<file path="src/rtl/otter_intrpt_ctrl_if.sv">
// Interrupt controller bus: irq lines and CSR/core
// signals in, take strobe, cause and status out.
interface otter_intrpt_ctrl_if #(
  parameter int unsigned NUM_SRC = 4,
  parameter int unsigned CAUSE_W = 2
);
  logic [NUM_SRC-1:0] irq_in;
  logic               csr_mie;
  logic [31:0]        csr_mtvec;
  logic               instr_boundary;
  logic               intrpt_taken;
  logic [CAUSE_W-1:0] intrpt_cause;
  logic [31:0]        trap_pc;
  logic [NUM_SRC-1:0] irq_pending;
  logic [NUM_SRC-1:0] irq_overrun;

  modport master (
    output irq_in, csr_mie, csr_mtvec,
    output instr_boundary,
    input  intrpt_taken, intrpt_cause,
    input  trap_pc, irq_pending, irq_overrun
  );

  modport slave (
    input  irq_in, csr_mie, csr_mtvec,
    input  instr_boundary,
    output intrpt_taken, intrpt_cause,
    output trap_pc, irq_pending, irq_overrun
  );
endinterface

</file>
<file path="src/rtl/otter_intrpt_ctrl.sv">
// Synchronises and edge-latches external irqs and
// raises a one-cycle take at instruction boundaries.
module otter_intrpt_ctrl #(
  parameter int unsigned NUM_SRC        = 4,
  parameter int unsigned SYNC_STAGES    = 2,
  parameter int unsigned HOLDOFF_CYCLES = 2,
  parameter int unsigned CAUSE_W        =
    (NUM_SRC > 1) ? $clog2(NUM_SRC) : 1
) (
  input logic                clk,
  input logic                rst,
  otter_intrpt_ctrl_if.slave bus
);
  localparam int unsigned CNT_W =
    (HOLDOFF_CYCLES > 1) ? $clog2(HOLDOFF_CYCLES) : 1;
  localparam int unsigned HOLD_INIT =
    (HOLDOFF_CYCLES > 0) ? HOLDOFF_CYCLES - 1 : 0;

  typedef enum logic {IDLE, HOLD} state_e;
  typedef logic [NUM_SRC-1:0] vec_t;

  vec_t               sync_q [SYNC_STAGES];
  vec_t               sync_d [SYNC_STAGES];
  vec_t               prev_q, prev_d;
  vec_t               pend_q, pend_d;
  vec_t               ovr_q, ovr_d;
  vec_t               rise, clr;
  logic [CAUSE_W-1:0] cause_q, cause_d, sel;
  logic [CNT_W-1:0]   cnt_q, cnt_d;
  state_e             state_q, state_d;
  logic               take;

  always_comb begin
    sync_d[0] = bus.irq_in;
    for (int i = 1; i < SYNC_STAGES; i++)
      sync_d[i] = sync_q[i-1];
    prev_d = sync_q[SYNC_STAGES-1];
    rise   = sync_q[SYNC_STAGES-1] & ~prev_q;
  end

  // fixed priority: lowest index wins
  always_comb begin
    sel = '0;
    for (int i = NUM_SRC - 1; i >= 0; i--)
      if (pend_q[i]) sel = CAUSE_W'(i);
  end

  always_comb begin
    state_d = state_q;
    cnt_d   = cnt_q;
    cause_d = cause_q;
    take    = 1'b0;
    clr     = '0;
    unique case (state_q)
      IDLE: begin
        take = bus.csr_mie & bus.instr_boundary
             & (|pend_q);
        if (take) begin
          clr     = vec_t'(1) << sel;
          cause_d = sel;
          if (HOLDOFF_CYCLES > 0) begin
            state_d = HOLD;
            cnt_d   = CNT_W'(HOLD_INIT);
          end
        end
      end
      HOLD: begin
        if (cnt_q == '0) state_d = IDLE;
        else cnt_d = cnt_q - CNT_W'(1);
      end
      default: state_d = IDLE;
    endcase
  end

  // a new edge on the bit being cleared keeps it pending
  always_comb begin
    pend_d = (pend_q & ~clr) | rise;
    ovr_d  = ovr_q | (rise & pend_q & ~clr);
  end

  always_ff @(posedge clk) begin
    if (rst) begin
      for (int i = 0; i < SYNC_STAGES; i++)
        sync_q[i] <= '0;
      prev_q  <= '0;
      pend_q  <= '0;
      ovr_q   <= '0;
      cause_q <= '0;
      cnt_q   <= '0;
      state_q <= IDLE;
    end else begin
      for (int i = 0; i < SYNC_STAGES; i++)
        sync_q[i] <= sync_d[i];
      prev_q  <= prev_d;
      pend_q  <= pend_d;
      ovr_q   <= ovr_d;
      cause_q <= cause_d;
      cnt_q   <= cnt_d;
      state_q <= state_d;
    end
  end

  assign bus.intrpt_taken = take;
  assign bus.intrpt_cause = cause_q;
  assign bus.irq_pending  = pend_q;
  assign bus.irq_overrun  = ovr_q;
  assign bus.trap_pc      = bus.csr_mtvec & 32'hFFFF_FFFC;
endmodule
</file>
<file path="src/flat_wrapper.sv">
// flat-port wrapper written by rule: the top's interface ports become plain ports
module otter_intrpt_ctrl_flat 
#(
  parameter int unsigned NUM_SRC        = 4,
  parameter int unsigned SYNC_STAGES    = 2,
  parameter int unsigned HOLDOFF_CYCLES = 2,
  parameter int unsigned CAUSE_W        =
    (NUM_SRC > 1) ? $clog2(NUM_SRC) : 1
)
  (clk, rst, bus_irq_in, bus_csr_mie, bus_csr_mtvec, bus_instr_boundary, bus_intrpt_taken, bus_intrpt_cause, bus_trap_pc, bus_irq_pending, bus_irq_overrun);
  otter_intrpt_ctrl_if #(.NUM_SRC(NUM_SRC), .CAUSE_W(CAUSE_W)) bus_i ();
  input logic clk;
  input logic rst;
  input wire logic [$bits(bus_i.irq_in)-1:0] bus_irq_in;
  input wire logic [$bits(bus_i.csr_mie)-1:0] bus_csr_mie;
  input wire logic [$bits(bus_i.csr_mtvec)-1:0] bus_csr_mtvec;
  input wire logic [$bits(bus_i.instr_boundary)-1:0] bus_instr_boundary;
  output wire logic [$bits(bus_i.intrpt_taken)-1:0] bus_intrpt_taken;
  output wire logic [$bits(bus_i.intrpt_cause)-1:0] bus_intrpt_cause;
  output wire logic [$bits(bus_i.trap_pc)-1:0] bus_trap_pc;
  output wire logic [$bits(bus_i.irq_pending)-1:0] bus_irq_pending;
  output wire logic [$bits(bus_i.irq_overrun)-1:0] bus_irq_overrun;
  assign bus_i.irq_in = bus_irq_in;
  assign bus_i.csr_mie = bus_csr_mie;
  assign bus_i.csr_mtvec = bus_csr_mtvec;
  assign bus_i.instr_boundary = bus_instr_boundary;
  assign bus_intrpt_taken = bus_i.intrpt_taken;
  assign bus_intrpt_cause = bus_i.intrpt_cause;
  assign bus_trap_pc = bus_i.trap_pc;
  assign bus_irq_pending = bus_i.irq_pending;
  assign bus_irq_overrun = bus_i.irq_overrun;
  otter_intrpt_ctrl #(.NUM_SRC(NUM_SRC), .SYNC_STAGES(SYNC_STAGES), .HOLDOFF_CYCLES(HOLDOFF_CYCLES), .CAUSE_W(CAUSE_W)) u_core (.clk(clk), .rst(rst), .bus(bus_i));
endmodule
</file>
<file path="config.mk">
export PLATFORM = sky130hd
export DESIGN_NAME = otter_intrpt_ctrl_flat
export DESIGN_NICKNAME = d
export VERILOG_FILES = /design/src/rtl/otter_intrpt_ctrl_if.sv /design/src/rtl/otter_intrpt_ctrl.sv /design/src/flat_wrapper.sv
export SDC_FILE = /design/constraint.sdc
export NUM_CORES = 1
export LEC_CHECK = 0
export BUFFER_PORTS_ARGS = -buffer_cell sky130_fd_sc_hd__buf_2
export CAP_MARGIN = 20
export CORE_MARGIN = 5
export CORE_UTILIZATION = 35
export CTS_CLUSTER_DIAMETER = 60
export DETAILED_ROUTE_END_ITERATION = 8
export PLACE_DENSITY = 0.81
export SYNTH_ARGS = -nofsm -noshare
export SYNTH_HDL_FRONTEND = slang
export SYNTH_SLANG_ARGS = --single-unit
</file>
<file path="constraint.sdc">
create_clock -name clk -period 1.2 [get_ports clk]
set_clock_uncertainty 0.15 [all_clocks]
set_input_delay 0.12 -clock clk [delete_from_list [all_inputs] [get_ports clk]]
set_output_delay 0.12 -clock clk [all_outputs]
set_load 0.02 [all_outputs]
</file>
==> results of run 1 <==
## worst paths after layout
| check | endpoint | slack (ns) | cells after the start |
|---|---|---|---|
| max | bus_intrpt_taken | -0.23 | 5 |
| min | bus_trap_pc[19] | 0.09 | 0 |
| max reg2reg | u_core.bus.irq_overrun[3] | -0.09 | 3 |
| min reg2reg | u_core.sync_q[0][7] | 0.30 | 1 |
## cells in the final DEF, fill, tap and decap left out
| cell | count |
|---|---|
| a211oi_1 | 1 |
| a21o_1 | 2 |
| a21oi_1 | 6 |
| a21oi_2 | 2 |
| and3b_1 | 1 |
| buf_2 | 12 |
| buf_4 | 7 |
| buf_6 | 10 |
| buf_8 | 1 |
| clkbuf_4 | 4 |
| clkbuf_8 | 1 |
| conb_1 | 2 |
| dfxtp_1 | 19 |
| dfxtp_2 | 4 |
| dfxtp_4 | 1 |
| dlygate4sd3_1 | 5 |
| inv_1 | 5 |
| inv_2 | 1 |
| nand2_1 | 4 |
| nand2_2 | 1 |
| nand2b_1 | 4 |
| nand3b_4 | 1 |
| nor2_1 | 4 |
| nor2_4 | 2 |
| nor2b_1 | 12 |
| o2111ai_1 | 1 |
| o21a_1 | 1 |
| o21ai_2 | 2 |
| o221a_2 | 2 |
| o31ai_2 | 1 |
| o41ai_2 | 1 |
| or3_1 | 1 |
## power by group through the flow
stage                     sequential (mW)  clock [mW]  combinational (mW)
after floorplan                     0.871           0               0.221
after global placement              0.856           0               0.137
after detailed placement            0.858           0               0.141
after CTS                           0.843       0.427               0.175
after global routing                0.847       0.477               0.231
final                               0.843       0.417               0.212
## state kept, by name, summed over array words and instances (netlist names)
register and flops:
u_core.cnt_q 1, u_core.state_q 1, u_core.bus.intrpt_cause 2, u_core.bus.irq_pending 4
u_core.prev_q 4, u_core.sync_q 8, u_core.bus.irq_overrun 4
## cell type report
class | instances | share of cell area (%)
clock buffers | 4 | 2.92
inverters | 6 | 1.81
multi-input cells | 51 | 28.7
flip-flops and latches | 24 | 39.3
well taps | 33 | 3.32
repair buffers | 36 | 23.9
## logic make-up after synthesis
family / after synthesis / synth area share [%]
compound gates: 19 / 12.1
buf+inv: 40 / 25.5
flops: 24 / 45.4
other cells: 1 / 0.354
simple gates: 30 / 16.7
## routing by layer
layer	routed length [um]	GRT usage, %	up-vias	part of all wire (%)
li1	-	-	351	-
met1	758	9.12	340	35
met2	1100	16.3	25	51
met3	180	3.47	26	8.3
met4	131	10.0	0	6.0
met5	0	0	-	0
## metrics by stage
| step | hold WS (ns) | setup WS (ns) | instances | TNS, ns |
|---|---|---|---|---|
| after floorplan | 0.0717 | -0.0559 | 115 | -0.0760 |
| after global placement | 0.0901 | -0.00434 | 138 | -0.00434 |
| after detailed placement | 0.0901 | -0.0305 | 138 | -0.0314 |
| after CTS | 0.0901 | -0.236 | 149 | -0.329 |
| after global routing | 0.0900 | -0.304 | 154 | -1.20 |
| final | 0.0900 | -0.228 | 154 | -0.677 |
## what timing repair did
action / CTS / global route
hold buffers: 5 / 0
resized for setup: 17 / 18
setup endpoints to repair: 7 / 14
buffers inserted: 2 / 6
pin swaps: 1 / 3
hold endpoints to repair: 8 / 0
==> impl_metrics.csv, run 1 <==
group,metric,value,unit
worst_hold_path,worstHoldStart,"bus_csr_mtvec[19]",
cts,clk_latency,0.31,ns
critical_path,path_cells,"buf_6 > nor2_4 > a21o_1 > inv_2 > buf_6",
logic_synthesis,ys_ff_latch,24,
finish,fin_util,41.8,%
logic_synthesis,yosys.area.top_type,"dfxtp_1",
logic_synthesis,synth-edff-count,0,
floorplan,io_pins,83,
placement,hpwl,1410,um
floorplan,initial_utilization,35.5,%
finish,design_area,1240,um^2
timing,hold_violations,0,
logic_synthesis,async_reset_ff_share,0,%
critical_path,crit_arrival,1.16,ns
detailed_routing,drtIter0Drc,13,
finish,n_fill_cell,279,
floorplan,dieArea,4220,um^2
timing,rsz0062_at_grt,"true",
outcome,violations,"negative setup slack",
critical_path,crit_path_frequent_cell,"buf_6",
detailed_routing,drc,0,
floorplan,num_rows,20,
global_routing,grt_pass1_vias,754,
floorplan,coreArea,2980,um^2
cts,tritoncts,"yes",
timing,slew_violations,0,
cts,cts_made_buffers,3,
pwr,power,1.47,mW
outcome,status,"finished with violations",
logic_synthesis,synthTopCellsByArea,"dfxtp_1 (45%), buf_4 (23%), nor2b_1 (7.1%), a21oi_1 (3.8%), nand2b_1 (2.4%)",
floorplan,fp.dieH,65.0,um
critical_path,endpoint_kind,"output port",
critical_path,cpMaxStageDelayCell,"dfxtp_2",
critical_path,cp_max_fo,3,
logic_synthesis,yosysMostFrequentCell,"buf_4",
detailed_routing,first_pass_iters,4,
logic_synthesis,synth_commonest_cells,"buf_4 (32), dfxtp_1 (24), nor2b_1 (12)",
pwr,intPower,1.12,mW
pwr,combPwrFrac,14.4,%
pwr,p_seq_share,57.3,%
finish,final_nets,162,
critical_path,path_delay_family,"flip-flops",
detailed_routing,vias,742,
flow_run,cap_violations,0,
logic_synthesis,ys.flop_type,"dfxtp_1",
logic_synthesis,yosys.area.top_type_share,45.4,%
timing,min_period,1.43,ns
critical_path,startpoint,"u_core.bus.irq_pending[2]",
logic_synthesis,syn_area,1060,um^2
pwr,pwr-share-clk,28.4,%
finish,areaGrowthSynthToFinish,17.5,%
logic_synthesis,yosys_warnings,0,
cts,root_buffer,"clkbuf_4",
pwr,p_sw,0.351,mW
finish,final-seq-area,489,um^2
logic_synthesis,synth_area_per_cell,9.29,um^2
logic_synthesis,synthesis.instances,114,
timing,setup_ws,-0.228,ns
critical_path,crit_type,"reg -> out",
floorplan,die_width,65.0,um
detailed_routing,drt-vias-per-instance,4.82,
critical_path,r2r-start,"u_core.bus.irq_pending[1]",
timing,fmax,701,MHz
logic_synthesis,yosysUniqueCellTypes,21,
detailed_routing,ant_nets,0,
detailed_routing,wirelength,2170,um
finish,multi_input_area,357,um^2
pwr,switching_share,23.9,%
cts,ctsHtreeMaxLevel,1,
cts,clk_path_buf_depth,2,
pwr,cellPowerDensity,1180,nW/um^2
global_routing,grt_usage,9.88,%
worst_hold_path,min_path_type,"in -> out",
critical_path,worstSetupStartpointType,"register",
logic_synthesis,yosysSeqAreaShare,45.4,%
placement,gp_congestion,0.793,
detailed_routing,wl_per_cell,14.1,um
placement,dpl-instance-area,995,um^2
global_routing,grt_pass1_wl,3240,um
cts,clkTransAtPathRegs,0.13,ns
placement,port_buffers,18,
pwr,leakage,0.544,nW
global_routing,antenna_found_initial,0,
critical_path,max_stage_delay,0.35,ns
finish,drive_above_1_share,43.8,%
cts,cts.sinks,24,
pwr,vdd.ir_drop.worst,0.793,mV
critical_path,worst-path-buf-inv,3,
timing,setup_violations,9,
timing,fin_crit_sh,119,%
global_routing,grt_overflow,0,
global_routing,grt_max_degree,16,
finish,diodes,0,
critical_path,critPathRequiredTime,0.93,ns
(Power assumes the default switching activity.)
==> inputs of run 2 (changes only) <==
Settings changed: ABC_AREA set to 1, CORE_UTILIZATION 35 to 36, PLACE_DENSITY 0.81 to 0.84.
==> impl_metrics.csv, run 2 <==
group,metric,value,unit
outcome,status,"finished with violations",
outcome,violations,"negative setup slack",
detailed_routing,wirelength,1900,um
floorplan,io_pins,83,
detailed_routing,drt-vias-per-instance,4.00,
critical_path,cp_max_fo,4,
cts,clk_path_buf_depth,2,
critical_path,crit_arrival,1.12,ns
floorplan,dieArea,4420,um^2
finish,diodes,0,
finish,areaGrowthSynthToFinish,18.5,%
pwr,cellPowerDensity,1240,nW/um^2
critical_path,endpoint_kind,"output port",
cts,ctsHtreeMaxLevel,1,
detailed_routing,drc,0,
cts,clk_latency,0.31,ns
cts,clkTransAtPathRegs,0.13,ns
timing,slew_violations,0,
logic_synthesis,async_reset_ff_share,0,%
floorplan,die_width,66.5,um
timing,setup_tns,-1.28,ns
critical_path,critPathRequiredTime,0.93,ns
detailed_routing,drtIter0Drc,15,
logic_synthesis,ys.flop_type,"dfxtp_1",
logic_synthesis,yosysUniqueCellTypes,21,
floorplan,num_rows,20,
logic_synthesis,synthTopCellsByArea,"dfxtp_1 (42%), buf_4 (21%), nor2_1 (6.5%), inv_1 (6.2%), nand2_1 (3.9%)",
critical_path,r2r-start,"u_core.bus.irq_pending[3]",
timing,setup_violations,15,
critical_path,crit_type,"reg -> out",
logic_synthesis,synth_area_per_cell,8.15,um^2
worst_hold_path,min_path_type,"in -> reg",
floorplan,coreArea,3050,um^2
global_routing,antenna_found_initial,0,
timing,min_period,1.39,ns
floorplan,fp.dieH,66.5,um
detailed_routing,ant_nets,0,
timing,fmax,720,MHz
cts,tritoncts,"yes",
logic_synthesis,syn_area,1150,um^2
timing,setup_ws,-0.188,ns
flow_run,cap_violations,0,
logic_synthesis,yosys_warnings,0,
critical_path,worst-path-buf-inv,2,
logic_synthesis,synth_commonest_cells,"buf_4 (32), dfxtp_1 (24), nor2_1 (20)",
global_routing,grt_max_degree,25,
logic_synthesis,yosys.area.top_type,"dfxtp_1",
critical_path,startpoint,"u_core.bus.irq_pending[1]",
cts,root_buffer,"clkbuf_4",
global_routing,grt_usage,8.53,%
finish,largest_register_ffs,8,
timing,rsz0062_at_grt,"true",
finish,drive_above_1_share,50.0,%
finish,regMostFlops,"u_core.sync_q",
placement,hpwl,1210,um
logic_synthesis,synthesis.instances,141,
logic_synthesis,synth-edff-count,0,
logic_synthesis,yosysSeqAreaShare,41.8,%
logic_synthesis,yosys.area.top_type_share,41.8,%
placement,dp_slack,0.00681,ns
floorplan,initial_utilization,37.6,%
cts,cts_made_buffers,3,
timing,hold_violations,0,
logic_synthesis,ys_ff_latch,24,
detailed_routing,wl_per_cell,9.98,um
critical_path,max_stage_delay,0.39,ns
placement,gp_congestion,0.786,
global_routing,grt_pass1_vias,687,
cts,cts.sinks,24,
finish,most-common-layout-cells,"dfxtp_1 (20), nor2_1 (19), inv_1 (18), buf_2 (14), nand2_2 (11)",
pwr,vdd.ir_drop.worst,0.861,mV
detailed_routing,vias,760,
logic_synthesis,yosysMostFrequentCell,"buf_4",
pwr,leakage,0.611,nW
critical_path,path_cells,"nor2_4 > nand2_2 > nand2_4 > inv_4 > buf_6",
critical_path,cpMaxStageDelayCell,"dfxtp_4",
placement,port_buffers,18,
finish,final_nets,187,
worst_hold_path,worstHoldStart,"bus_instr_boundary",
global_routing,grt_overflow,0,
detailed_routing,first_pass_iters,3,
critical_path,path_delay_family,"flip-flops",
global_routing,grt_pass1_wl,2920,um
finish,final_common_cell,"dfxtp_1",
timing,fin_crit_sh,116,%
critical_path,worstSetupStartpointType,"register",
## run 2: cell types whose count changed in the layout (fill, tap and decap cells not counted), sizes merged, moves of 4 or more
cell,previous run,this run
a21oi,8,12
nand2,5,17
nand3,0,4
nor2,6,23
nand2b,4,0
nor2b,12,0
inv,6,21
## run 2: cells by family (layout without fill, tap and decap cells)
logic type / Yosys count / after routing / share of synthesized area [%]
flops: 24 / 24 / 41.8
compound gates: 13 / 13 / 7.08
other cells: 1 / 2 / 0.326
buf+inv: 55 / 59 / 28.8
simple gates: 48 / 48 / 22.0
## run 2: timing repair
action,in CTS,in global routing
setup buffers,7,4
gates resized for setup,15,22
hold endpoints to repair,4,0
endpoints found under the setup margin,5,15
pin swaps,2,9
hold buffers,4,0
## run 2: layer usage
| metal | up-vias | GRT usage (%) | wire (um) |
|---|---|---|---|
| met5 | - | 0 | 0 |
| met4 | 0 | 2.54 | 23 |
| met3 | 4 | 3.71 | 181 |
| met2 | 23 | 15.0 | 900 |
| met1 | 335 | 9.18 | 790 |
| li1 | 398 | - | - |
## run 2: area by class of cell
cell class,count,area (um^2)
timing repair buffer,34,256
clock buffer,3,22.5
inverter,21,81.3
clock inverter,1,30.0
fill,306,1690
multi-input combinational,63,420
tap,44,55.1
sequential,24,495
## run 2: power breakdown
group | switching [mW] | internal, mW | leakage, nW
registers | 0.0179 | 0.823 | 0.199
clock network | 0.244 | 0.338 | 0.0279
logic | 0.140 | 0.122 | 0.384
total | 0.401 | 1.28 | 0.611
## run 2: worst reg2reg max path: cells and delay by family (launching register included)
family / cells / cell delay, ns
compound gates: 2 / 0.34
simple gates: 3 / 0.23
flops: 1 / 0.38
buf+inv: 1 / 0.13
## run 2: worst paths after layout
kind / end / depth (start not counted) / slack (ns)
worst max-delay path: bus_intrpt_taken / 5 / -0.19
worst min-delay path: u_core.cnt_q / 3 / 0.006
worst max register to register: u_core.bus.irq_pending[3] / 6 / -0.15
worst min register to register: u_core.sync_q[0][5] / 2 / 0.26
## run 2: through the flow
step	area (um^2)	util, %	hold WS, ns	std cells	total power [mW]
CTS	1260	41.2	0.0234	187	1.66
floorplan	1160	-	0.0391	142	1.13
global route	1360	44.6	0.0109	190	1.76
global placement	1070	35.0	0.0901	172	1.03
finish	1360	44.6	0.00585	190	1.68
detailed placement	1070	35.0	0.0901	172	1.03
